### config.mk
export PLATFORM = sky130hd
export DESIGN_NAME = rvv_issue_bridge
export DESIGN_NICKNAME = d
export VERILOG_FILES = /design/src/rtl/rvv_issue_bridge.sv
export SDC_FILE = /design/constraint.sdc
export NUM_CORES = 1
export LEC_CHECK = 0
export ABC_AREA = 1
export CAP_MARGIN = 10
export CORE_ASPECT_RATIO = 0.8
export CORE_MARGIN = 3
export CORE_UTILIZATION = 40
export CTS_BUF_LIST = sky130_fd_sc_hd__clkbuf_4 sky130_fd_sc_hd__clkbuf_8
export CTS_CLUSTER_DIAMETER = 200
export DETAILED_ROUTE_END_ITERATION = 10
export PLACE_DENSITY_LB_ADDON = 0.12
export SLEW_MARGIN = 30
export SYNTH_ARGS = -nofsm -noshare
export SYNTH_HDL_FRONTEND = slang
export SYNTH_SLANG_ARGS = --single-unit
### constraint.sdc
create_clock -name clk_i -period 3.84 [get_ports clk_i]
set_input_delay 0.768 -clock clk_i [delete_from_list [all_inputs] [get_ports clk_i]]
set_output_delay 0.768 -clock clk_i [all_outputs]
set_load 0.02 [all_outputs]
### src/rtl/rvv_issue_bridge.sv
// Scalar-side bridge to the vector core: in-order insn queue with ID allocation,
// issue, in-order commit grant, done/illegal collection, in-order retire and flush.
package rvv_issue_bridge_pkg;
    localparam int unsigned InsnW = 32;
    localparam int unsigned XlenW = 32;
    localparam int unsigned IdW   = 2;
    localparam int unsigned Depth = 2 ** IdW;

    typedef logic [XlenW-1:0] xlen_t;
    typedef logic [IdW-1:0]   insn_id_t;

    typedef struct packed {
        logic [7:0] vtype;
        logic [7:0] vl;
    } vec_context_t;

    typedef struct packed {
        logic [InsnW-1:0] insn;
        xlen_t            scalar;
        vec_context_t     ctx;
    } entry_t;
endpackage

module rvv_issue_bridge
    import rvv_issue_bridge_pkg::*;
(
    input  logic             clk_i,
    input  logic             rst_ni,
    input  logic             disp_valid_i,
    output logic             disp_ready_o,
    input  logic [InsnW-1:0] disp_insn_i,
    input  xlen_t            disp_scalar_i,
    input  vec_context_t     disp_ctx_i,
    input  logic             nonspec_i,
    input  logic             flush_i,
    output logic             vec_valid_o,
    input  logic             vec_ready_i,
    output logic [InsnW-1:0] vec_insn_o,
    output insn_id_t         vec_insn_id_o,
    output xlen_t            vec_scalar_o,
    output vec_context_t     vec_ctx_o,
    output logic             vec_flush_o,
    output logic             vec_can_commit_o,
    output insn_id_t         vec_can_commit_id_o,
    input  logic             vec_done_i,
    input  insn_id_t         vec_done_id_i,
    input  logic             vec_illegal_i,
    output logic             retire_valid_o,
    output insn_id_t         retire_id_o,
    output logic             retire_illegal_o,
    output logic             err_o
);
    localparam int unsigned PtrW = IdW + 1;
    typedef logic [PtrW-1:0] ptr_t;

    ptr_t             head_q, cptr_q, iptr_q, tail_q;
    ptr_t             head_n, cptr_n, iptr_n, tail_n;
    logic [Depth-1:0] issued_q, committed_q, done_q, illegal_q;
    logic [Depth-1:0] issued_n, committed_n, done_n, illegal_n;
    logic             err_q, err_n, flush_q;
    logic             commit_q, retire_q, retire_ill_q;
    insn_id_t         commit_id_q, retire_id_q;
    entry_t           entry_q [Depth];
    entry_t           iss_entry;

    ptr_t             count;
    logic             disp_fire, issue_fire, commit_fire, retire_fire, done_ok;
    insn_id_t         head_idx, cptr_idx, iptr_idx, tail_idx;

    assign head_idx = head_q[IdW-1:0];
    assign cptr_idx = cptr_q[IdW-1:0];
    assign iptr_idx = iptr_q[IdW-1:0];
    assign tail_idx = tail_q[IdW-1:0];

    // Handshakes and next state; pointer wrap bit distinguishes full from empty
    always_comb begin
        head_n      = head_q;
        cptr_n      = cptr_q;
        iptr_n      = iptr_q;
        tail_n      = tail_q;
        issued_n    = issued_q;
        committed_n = committed_q;
        done_n      = done_q;
        illegal_n   = illegal_q;
        err_n       = err_q;

        count        = tail_q - head_q;
        disp_ready_o = (count < PtrW'(Depth)) && !flush_i;
        disp_fire    = disp_valid_i && disp_ready_o;
        vec_valid_o  = (iptr_q != tail_q) && !flush_i && !flush_q;
        issue_fire   = vec_valid_o && vec_ready_i;
        commit_fire  = (cptr_q != iptr_q) && nonspec_i && !flush_i;
        retire_fire  = (head_q != cptr_q) && done_q[head_idx] && committed_q[head_idx];
        done_ok      = issued_q[vec_done_id_i];

        if (disp_fire) begin
            issued_n[tail_idx]    = 1'b0;
            committed_n[tail_idx] = 1'b0;
            done_n[tail_idx]      = 1'b0;
            illegal_n[tail_idx]   = 1'b0;
            tail_n                = tail_q + PtrW'(1);
        end
        if (issue_fire) begin
            issued_n[iptr_idx] = 1'b1;
            iptr_n             = iptr_q + PtrW'(1);
        end
        if (commit_fire) begin
            committed_n[cptr_idx] = 1'b1;
            cptr_n                = cptr_q + PtrW'(1);
        end
        if (vec_done_i) begin
            if (done_ok) begin
                done_n[vec_done_id_i]    = 1'b1;
                illegal_n[vec_done_id_i] = vec_illegal_i;
            end else begin
                err_n = 1'b1;
            end
        end
        if (retire_fire) begin
            issued_n[head_idx]    = 1'b0;
            committed_n[head_idx] = 1'b0;
            done_n[head_idx]      = 1'b0;
            illegal_n[head_idx]   = 1'b0;
            head_n                = head_q + PtrW'(1);
        end
        // Live uncommitted entries are exactly the ones flush drops; free entries are already clear
        if (flush_i) begin
            tail_n    = cptr_q;
            iptr_n    = cptr_q;
            issued_n  = issued_n & committed_q;
            done_n    = done_n & committed_q;
            illegal_n = illegal_n & committed_q;
        end
    end

    always_ff @(posedge clk_i or negedge rst_ni) begin
        if (!rst_ni) begin
            head_q       <= '0;
            cptr_q       <= '0;
            iptr_q       <= '0;
            tail_q       <= '0;
            issued_q     <= '0;
            committed_q  <= '0;
            done_q       <= '0;
            illegal_q    <= '0;
            err_q        <= 1'b0;
            flush_q      <= 1'b0;
            commit_q     <= 1'b0;
            commit_id_q  <= '0;
            retire_q     <= 1'b0;
            retire_id_q  <= '0;
            retire_ill_q <= 1'b0;
        end else begin
            head_q      <= head_n;
            cptr_q      <= cptr_n;
            iptr_q      <= iptr_n;
            tail_q      <= tail_n;
            issued_q    <= issued_n;
            committed_q <= committed_n;
            done_q      <= done_n;
            illegal_q   <= illegal_n;
            err_q       <= err_n;
            flush_q     <= flush_i;
            commit_q    <= commit_fire;
            retire_q    <= retire_fire;
            if (commit_fire) begin
                commit_id_q <= cptr_idx;
            end
            if (retire_fire) begin
                retire_id_q  <= head_idx;
                retire_ill_q <= illegal_q[head_idx];
            end
        end
    end

    // Payload storage needs no reset: it is only observed behind vec_valid_o
    always_ff @(posedge clk_i) begin
        if (disp_fire) begin
            entry_q[tail_idx] <= '{insn: disp_insn_i, scalar: disp_scalar_i, ctx: disp_ctx_i};
        end
    end

    always_comb begin
        iss_entry     = entry_q[iptr_idx];
        vec_insn_o    = vec_valid_o ? iss_entry.insn   : '0;
        vec_scalar_o  = vec_valid_o ? iss_entry.scalar : '0;
        vec_ctx_o     = vec_valid_o ? iss_entry.ctx    : '0;
        vec_insn_id_o = vec_valid_o ? iptr_idx         : '0;
    end

    assign vec_flush_o         = flush_q;
    assign vec_can_commit_o    = commit_q;
    assign vec_can_commit_id_o = commit_id_q;
    assign retire_valid_o      = retire_q;
    assign retire_id_o         = retire_id_q;
    assign retire_illegal_o    = retire_ill_q;
    assign err_o               = err_q;

endmodule

==> flow_summary.toml <==
[timing]
layout_min_cycle_time_ns = 3.62
final-hold-violation-count = 0
finalCritPeriodShare_pct = 94.2
fin_setup_tns_ns = 0
tightest_slew_ns = 0.851
setup_viol = 0
maxSlewViolCount = 0
fin_hold_ws_ns = 0.472
slew_headroom_pct = 43.1
fin_skew_ns = 0.0290
rsz0062_at_grt = "false"
max_freq_ghz = 0.276

[floorplanning]
fp-row-count = 62
die_area_um2 = 39500
initial_core_util_pct = 41.0
coreArea_um2 = 36300
die_y_um = 178
die_width_um = 222
ioPinCount = 183

[worst_setup_path]
critical_path_arrival_ns = 2.85
start_kind = "register"
cp.required_ns = 3.07
rrSetupSlack_ns = 1.13
crit_fanout = 64
worstSetupPathType = "reg -> out"
r2r_cells = 9
crit_path_cell_trace = "inv_6 > buf_12 > o21ai_0 > a21oi_2 > clkdlybuf4s50_1"
r2r-end = "entry_q[3][39]"
slowest_stage = "clkdlybuf4s50_1"
worstSetupEndpointType = "primary output"
slowest_delay_ns = 0.66
r2r-start = "head_q[1]"

[synthesis]
avgSynthCellArea_um2 = 12.4
seq_area_frac_synth_pct = 70.9
synth_fp_nets = 1306
yosysWarnings = 0
ys.flop_type = "edfxtp_1"
synth.distinct_cells = 34
netlist_area_um2 = 14900
synth-seq-cells = 357
synth-edff-count = 320
synthArstFlopShare_pct = 10.4
netlist_instances = 1199

[cts]
clockBufferDepth = 3
clk_pin_slew_ns = 0.06
root_buffer = "clkbuf_8"
numCtsBuffers = 55
cts.sinks = 357
hold_buffers = 0
h-tree-depth = 2
cts_setup_buffers = 0
cts_resized = 1
clock_latency_ns = 0.61
tritoncts = "done"

[placed_design]
dp_cells = 1820
routabilityCongestion = 0.744
place_area_um2 = 17300
dp_hpwl_um = 20200
io_buffers = 182

[power]
intPower_uw = 7890
seq_power_share_pct = 41.4
vdd_drop_max_uv = 333
power.density_nw_per_um2 = 665
combPwrFrac_pct = 32.9
leakage_uw = 0.00633
netSwitchingPower_uw = 4320
swShare_pct = 35.4
clockPowerShare_pct = 25.7

[final_layout]
postLayoutCellArea_um2 = 18400
layout-drive-gt1-share_pct = 16.1
fin_nets = 1504
num_antenna_cells = 0
synthToLayoutAreaGrowth_pct = 23.5
n_fill_cell = 3227
final_cells = 1924

[run]
max_cap_viol_count = 0

[hold_path]
hold_class = "reg -> reg"
min_from = "err_o"
worstHoldPathCells = 1
whs_endpoint = "err_o"

[global_route]
overflow = 0
grt_max_degree = 95
grt.busiest_layer = "met2"
met2_usage_pct = 28.9
antenna_found_initial = 2
grt_pass1_wl_um = 55300
met1_usage_pct = 24.4
grt_pass1_vias = 9685
grtUsageMet3_pct = 3.80
grt_use_total_pct = 17.8

[route]
post_drt_wl_per_cell_um = 18.3
drtIter0Drc = 688
num_vias = 9467
drt_first_pass_iters = 4
finalWirelength_um = 35100
drc_errors = 0
drt-vias-per-instance = 4.92
ant_nets = 0

[outcome]
status = "finished, final reports clean"
-- worst max path at each step --
| stage | slack, ns | startpoint | endpoint |
|---|---|---|---|
| floorplan | 0.30 | flush_i | entry_q[0][0] |
| global route | 0.006 | iptr_q[0] | vec_insn_o[22] |
| detailed placement | 0.30 | flush_i | vec_scalar_o[13] |
| CTS | 0.004 | iptr_q[0] | vec_scalar_o[12] |
| global placement | 0.36 | flush_i | vec_ctx_o[3] |
| finish | 0.22 | iptr_q[0] | vec_insn_o[20] |
-- placed cells by master (no fill, tap or decap), drive strengths merged --
master,count
bufinv,1
nand2,66
clkdlybuf4s50,182
o22ai,1
clkbuf,79
dfrtp,37
buf,23
xor2,3
a31o,1
edfxtp,320
nor2,330
o21ai,172
o21bai,1
clkinv,28
or2,6
ha,17
nand3,33
nand4,5
and3,1
nand3b,1
a21oi,100
inv,27
xnor2,10
-- cells in the mapped netlist, types with 17 or more instances --
cell type | instances | share of area (%)
a21oi_1 | 19 | 0.64
edfxtp_1 | 320 | 65
dfrtp_1 | 37 | 6.2
a21oi_2 | 80 | 4.7
clkbuf_1 | 23 | 0.58
nand2_1 | 63 | 1.6
nand3_1 | 26 | 0.88
o21ai_0 | 170 | 5.7
nor2_1 | 329 | 8.3
ha_1 | 17 | 1.4
inv_1 | 23 | 0.58
buf_2 | 21 | 0.71
-- worst max-delay path: cells and delay by family (launching register included) --
kind | cells | cell delay, ns
buf+inv | 3 | 1.24
flops | 1 | 0.57
compound gates | 2 | 0.36
-- flip-flops by register name, indices dropped and copies added, names as in the netlist, 3 cells and up --
| name | cells |
|---|---|
| committed_q | 4 |
| cptr_q | 3 |
| done_q | 4 |
| entry_q | 320 |
| head_q | 3 |
| illegal_q | 4 |
| iptr_q | 3 |
| issued_q | 4 |
| tail_q | 3 |
-- stage by stage --
stage	total power, µW	utilization [%]	setup slack, ns
2_1_floorplan	7730	-	0.298
3_3_place_gp	9220	47.5	0.361
3_5_place_dp	9240	47.5	0.298
4_1_cts	12400	50.6	0.00378
5_1_grt	13000	50.6	0.00610
6_report	12200	50.6	0.221
-- cell families after synthesis --
logic type / Yosys count / synth area share (%)
adder cells (fa/ha/maj): 17 / 1.43
flip-flops: 357 / 70.9
AND/OR/NAND/NOR: 442 / 12.2
XOR/XNOR: 13 / 0.766
buffers and inverters: 95 / 3.34
AO/OA/AOI/OAI: 275 / 11.4
-- layer usage --
layer | up-vias | routed length (µm) | part of all wire [%]
met5 | - | 34 | 0.097
met4 | 4 | 789 | 2.2
met3 | 67 | 1830 | 5.2
li1 | 4620 | - | -
met2 | 215 | 16500 | 47
met1 | 4561 | 15900 | 45
-- power groups by stage --
stage / registers, µW / logic, µW / clock network (µW)
after detailed placement: 5130 / 4100 / 0
final: 5050 / 4020 / 3140
after floorplan: 5070 / 2660 / 0
after global routing: 5110 / 4480 / 3430
after global placement: 5130 / 4090 / 0
after CTS: 5060 / 4120 / 3250
-- final cells by class --
class                      instances  area (µm²)  area share (%)
sequential                       357       10500            57.4
timing repair buffer             205        2140            11.6
multi-input combinational        747        3840            20.9
clock buffer                      79         950            5.17
tap                              480         601            3.27
clock inverter                    25         156           0.851
inverter                          31         136           0.742
Power figures use the tool's default switching activity.
==> variant, RTL diff (config.mk and constraints unchanged) <==
Make the reset (`rst_ni`) synchronous in one clocked block.
--- a/src/rtl/rvv_issue_bridge.sv
+++ b/src/rtl/rvv_issue_bridge.sv
@@ -133,7 +133,7 @@
         end
     end
 
-    always_ff @(posedge clk_i or negedge rst_ni) begin
+    always_ff @(posedge clk_i) begin
         if (!rst_ni) begin
             head_q       <= '0;
             cptr_q       <= '0;
Behaviour: differs if rst_ni is asserted again (counterexample within 4 cycles, from zero or initial values and one cycle with rst_ni low); with rst_ni held inactive, the same outputs for 4 cycles.
==> variant against the unedited design <==
Synthesized area fell by 1.6%; setup slack improved by 0.063 ns; sequential cell count rose by 2; final area fell by 1.3%; count of clock-buffer cells in the layout fell by 1; routed wire length rose by 1.4%; critical path type is now in2out; largest cell class unchanged; highest routed layer is now met4.
Power is not compared: it rests on default switching activity, and its combinational part moved more than twofold at a synthesized area within 25%.
==> variant: results (changes against the unedited design) <==
Global routing
  • GRT Total Usage: 0.184 (was 0.178)
  • Largest net degree at the start of global routing: 111 (was 95)
  • Global-route wire length before repair: 55.5 mm (was 55.3 mm)
  • Vias in the first global route: 9,816 (was 9,685)

Final layout
  • Layout cells sized above 1: 0.120 (was 0.161)
  • Multi-input logic area: 0.00375 sq mm (was 0.00384 sq mm)
  • Fill count: 3,210 (was 3,227)
  • Final nets: 1,543 (was 1,504)
  • Max FFs per register: 320 (unchanged)

Min path
  • Hold Path Depth: 2 (was 1)
  • Worst hold start: issued_q[2]$_SDFF_PN0_ (was err_o$_DFFE_PN0P_)
  • Worst Hold End: issued_q[2]$_SDFF_PN0_ (was err_o$_DFFE_PN0P_)

Critical path
  • Worst reg2reg setup slack: 1.05 ns (was 1.13 ns)
  • Worst-path maximum fanout: 26 (was 64)
  • Worst path arrival time: 2.79 ns (was 2.85 ns)
  • R2R depth: 10 (was 9)
  • Crit Reg-Reg Endpoint: entry_q[1][38]$_DFFE_PP_ (was entry_q[3][39]$_DFFE_PP_)
  • Reg2reg start: head_q[1]$_SDFFE_PN0P_ (was head_q[1]$_DFFE_PN0P_)

Clock network
  • Worst-skew pair later-pin latency: 0.59 ns (was 0.61 ns)
  • Cts bufs inserted: 56 (was 55)
  • Htree depth: 2 (unchanged)
  • Post-cts gate resize count: 0 (was 1)
  • CTS clk-pin slew, worst paths: 0.06 ns (about the same)
  • Setup repair bufs after CTS: 0 (unchanged)
  • Max Root-Sink Buffers: 3 (unchanged)

Timing
  • Clk_skew: 0.0222 ns (was 0.0290 ns)
  • Final setup vio count: 0 (unchanged)
  • Final hold slack: 0.463 ns (was 0.472 ns)
  • Slew HR: 0.597 (was 0.431)
  • Final Slew Violations: 0 (unchanged)

Synthesis
  • Ranking of synthesized cells by area: edfxtp_1 66%, nor2_1 8.6%, o21ai_0 6.0% (was edfxtp_1 65%, nor2_1 8.3%, dfrtp_1 6.2%)
  • Synth async-reset ratio: 0 (was 0.104)
  • Post-synthesis sequential area ratio: 0.710 (was 0.709)
  • Syn_nets: 1,344 (was 1,306)
  • Number of synthesized flops with an enable pin: 320 (unchanged)
  • Synth cell types: 27 (was 34)
  • Mapped Cells: 1,237 (was 1,199)
  • List of most frequent post-synthesis cells: 335 x nor2_1, 320 x edfxtp_1, 174 x o21ai_0, 81 x nand2_1, 71 x a21oi_1 (was 329 x nor2_1, 320 x edfxtp_1, 170 x o21ai_0, 80 x a21oi_2, 63 x nand2_1)

Status
  • Outcome: completed (unchanged)

Placed design
  • GPL Wtd Cong: 0.802 (was 0.744)
  • Placed inst area: 0.0171 sq mm (was 0.0173 sq mm)
  • Placed Instances: 1,850 (was 1,820)
  • Dpl ws: 0.279 ns (was 0.298 ns)
  • Post-DP HPWL: 21.1 mm (was 20.2 mm)

Route
  • DR WL/cell: 18.3 um (about the same)
  • Detailed Route WL: 35.6 mm (was 35.1 mm)
  • Iteration-0 DRC Markers: 624 (was 688)
  • DR pass1 iterations: 5 (was 4)
  • Via count: 9,690 (was 9,467)

Power
  • LEAKAGE: 0.00617 uW
==> variant: per-layer routing <==
metal / GRT usage / share of wire
met1: 0.263 / 0.48
met2: 0.286 / 0.44
met3: 0.0369 / 0.060
met4: 0.0531 / 0.020
met5: 0 / 0
==> variant: how the worst max path moves through the flow <==
stage	startpoint	endpoint	slack [ns]	cells after the start
after global placement	flush_i	vec_scalar_o[31]	0.30	6
after floorplan	head_q[1]$_SDFFE_PN0P_	entry_q[0][0]$_DFFE_PP_	0.39	9
after detailed placement	flush_i	vec_scalar_o[2]	0.28	6
final	flush_i	vec_scalar_o[31]	0.28	6
after CTS	flush_i	vec_scalar_o[2]	0.26	6
after global routing	head_q[1]$_SDFFE_PN0P_	disp_ready_o	0.17	8
==> variant: cell type report <==
cell class,instances,area share
Multi-Input combinational cell,775,0.207
Tap cell,472,0.0326
Antenna cell,2,0.000276
Timing Repair Buffer,208,0.122
Sequential cell,359,0.573
Inverter,36,0.00800
Clock inverter,18,0.00531
Clock buffer,78,0.0520
==> variant: report_power, final <==
group	total, uW	internal (uW)	switching, uW
registers	4400	4360	33.1
clock network	3020	1630	1390
logic	983	380	604
==> variant: critical path: stages <==
cell and delay (ns):
clkdlybuf4s50_1 0.42, nor2_1 0.26, nand2_4 0.23, buf_12 0.26
a21oi_2 0.19, clkdlybuf4s50_1 0.64
==> variant: kinds of logic after synthesis <==
logic type,Yosys count,synth area share
AO/OA/AOI/OAI,289,0.110
XOR/XNOR,9,0.00539
adder cells (fa/ha/maj),17,0.0145
buffers and inverters,103,0.0339
flip-flops,359,0.710
AND/OR/NAND/NOR,460,0.126
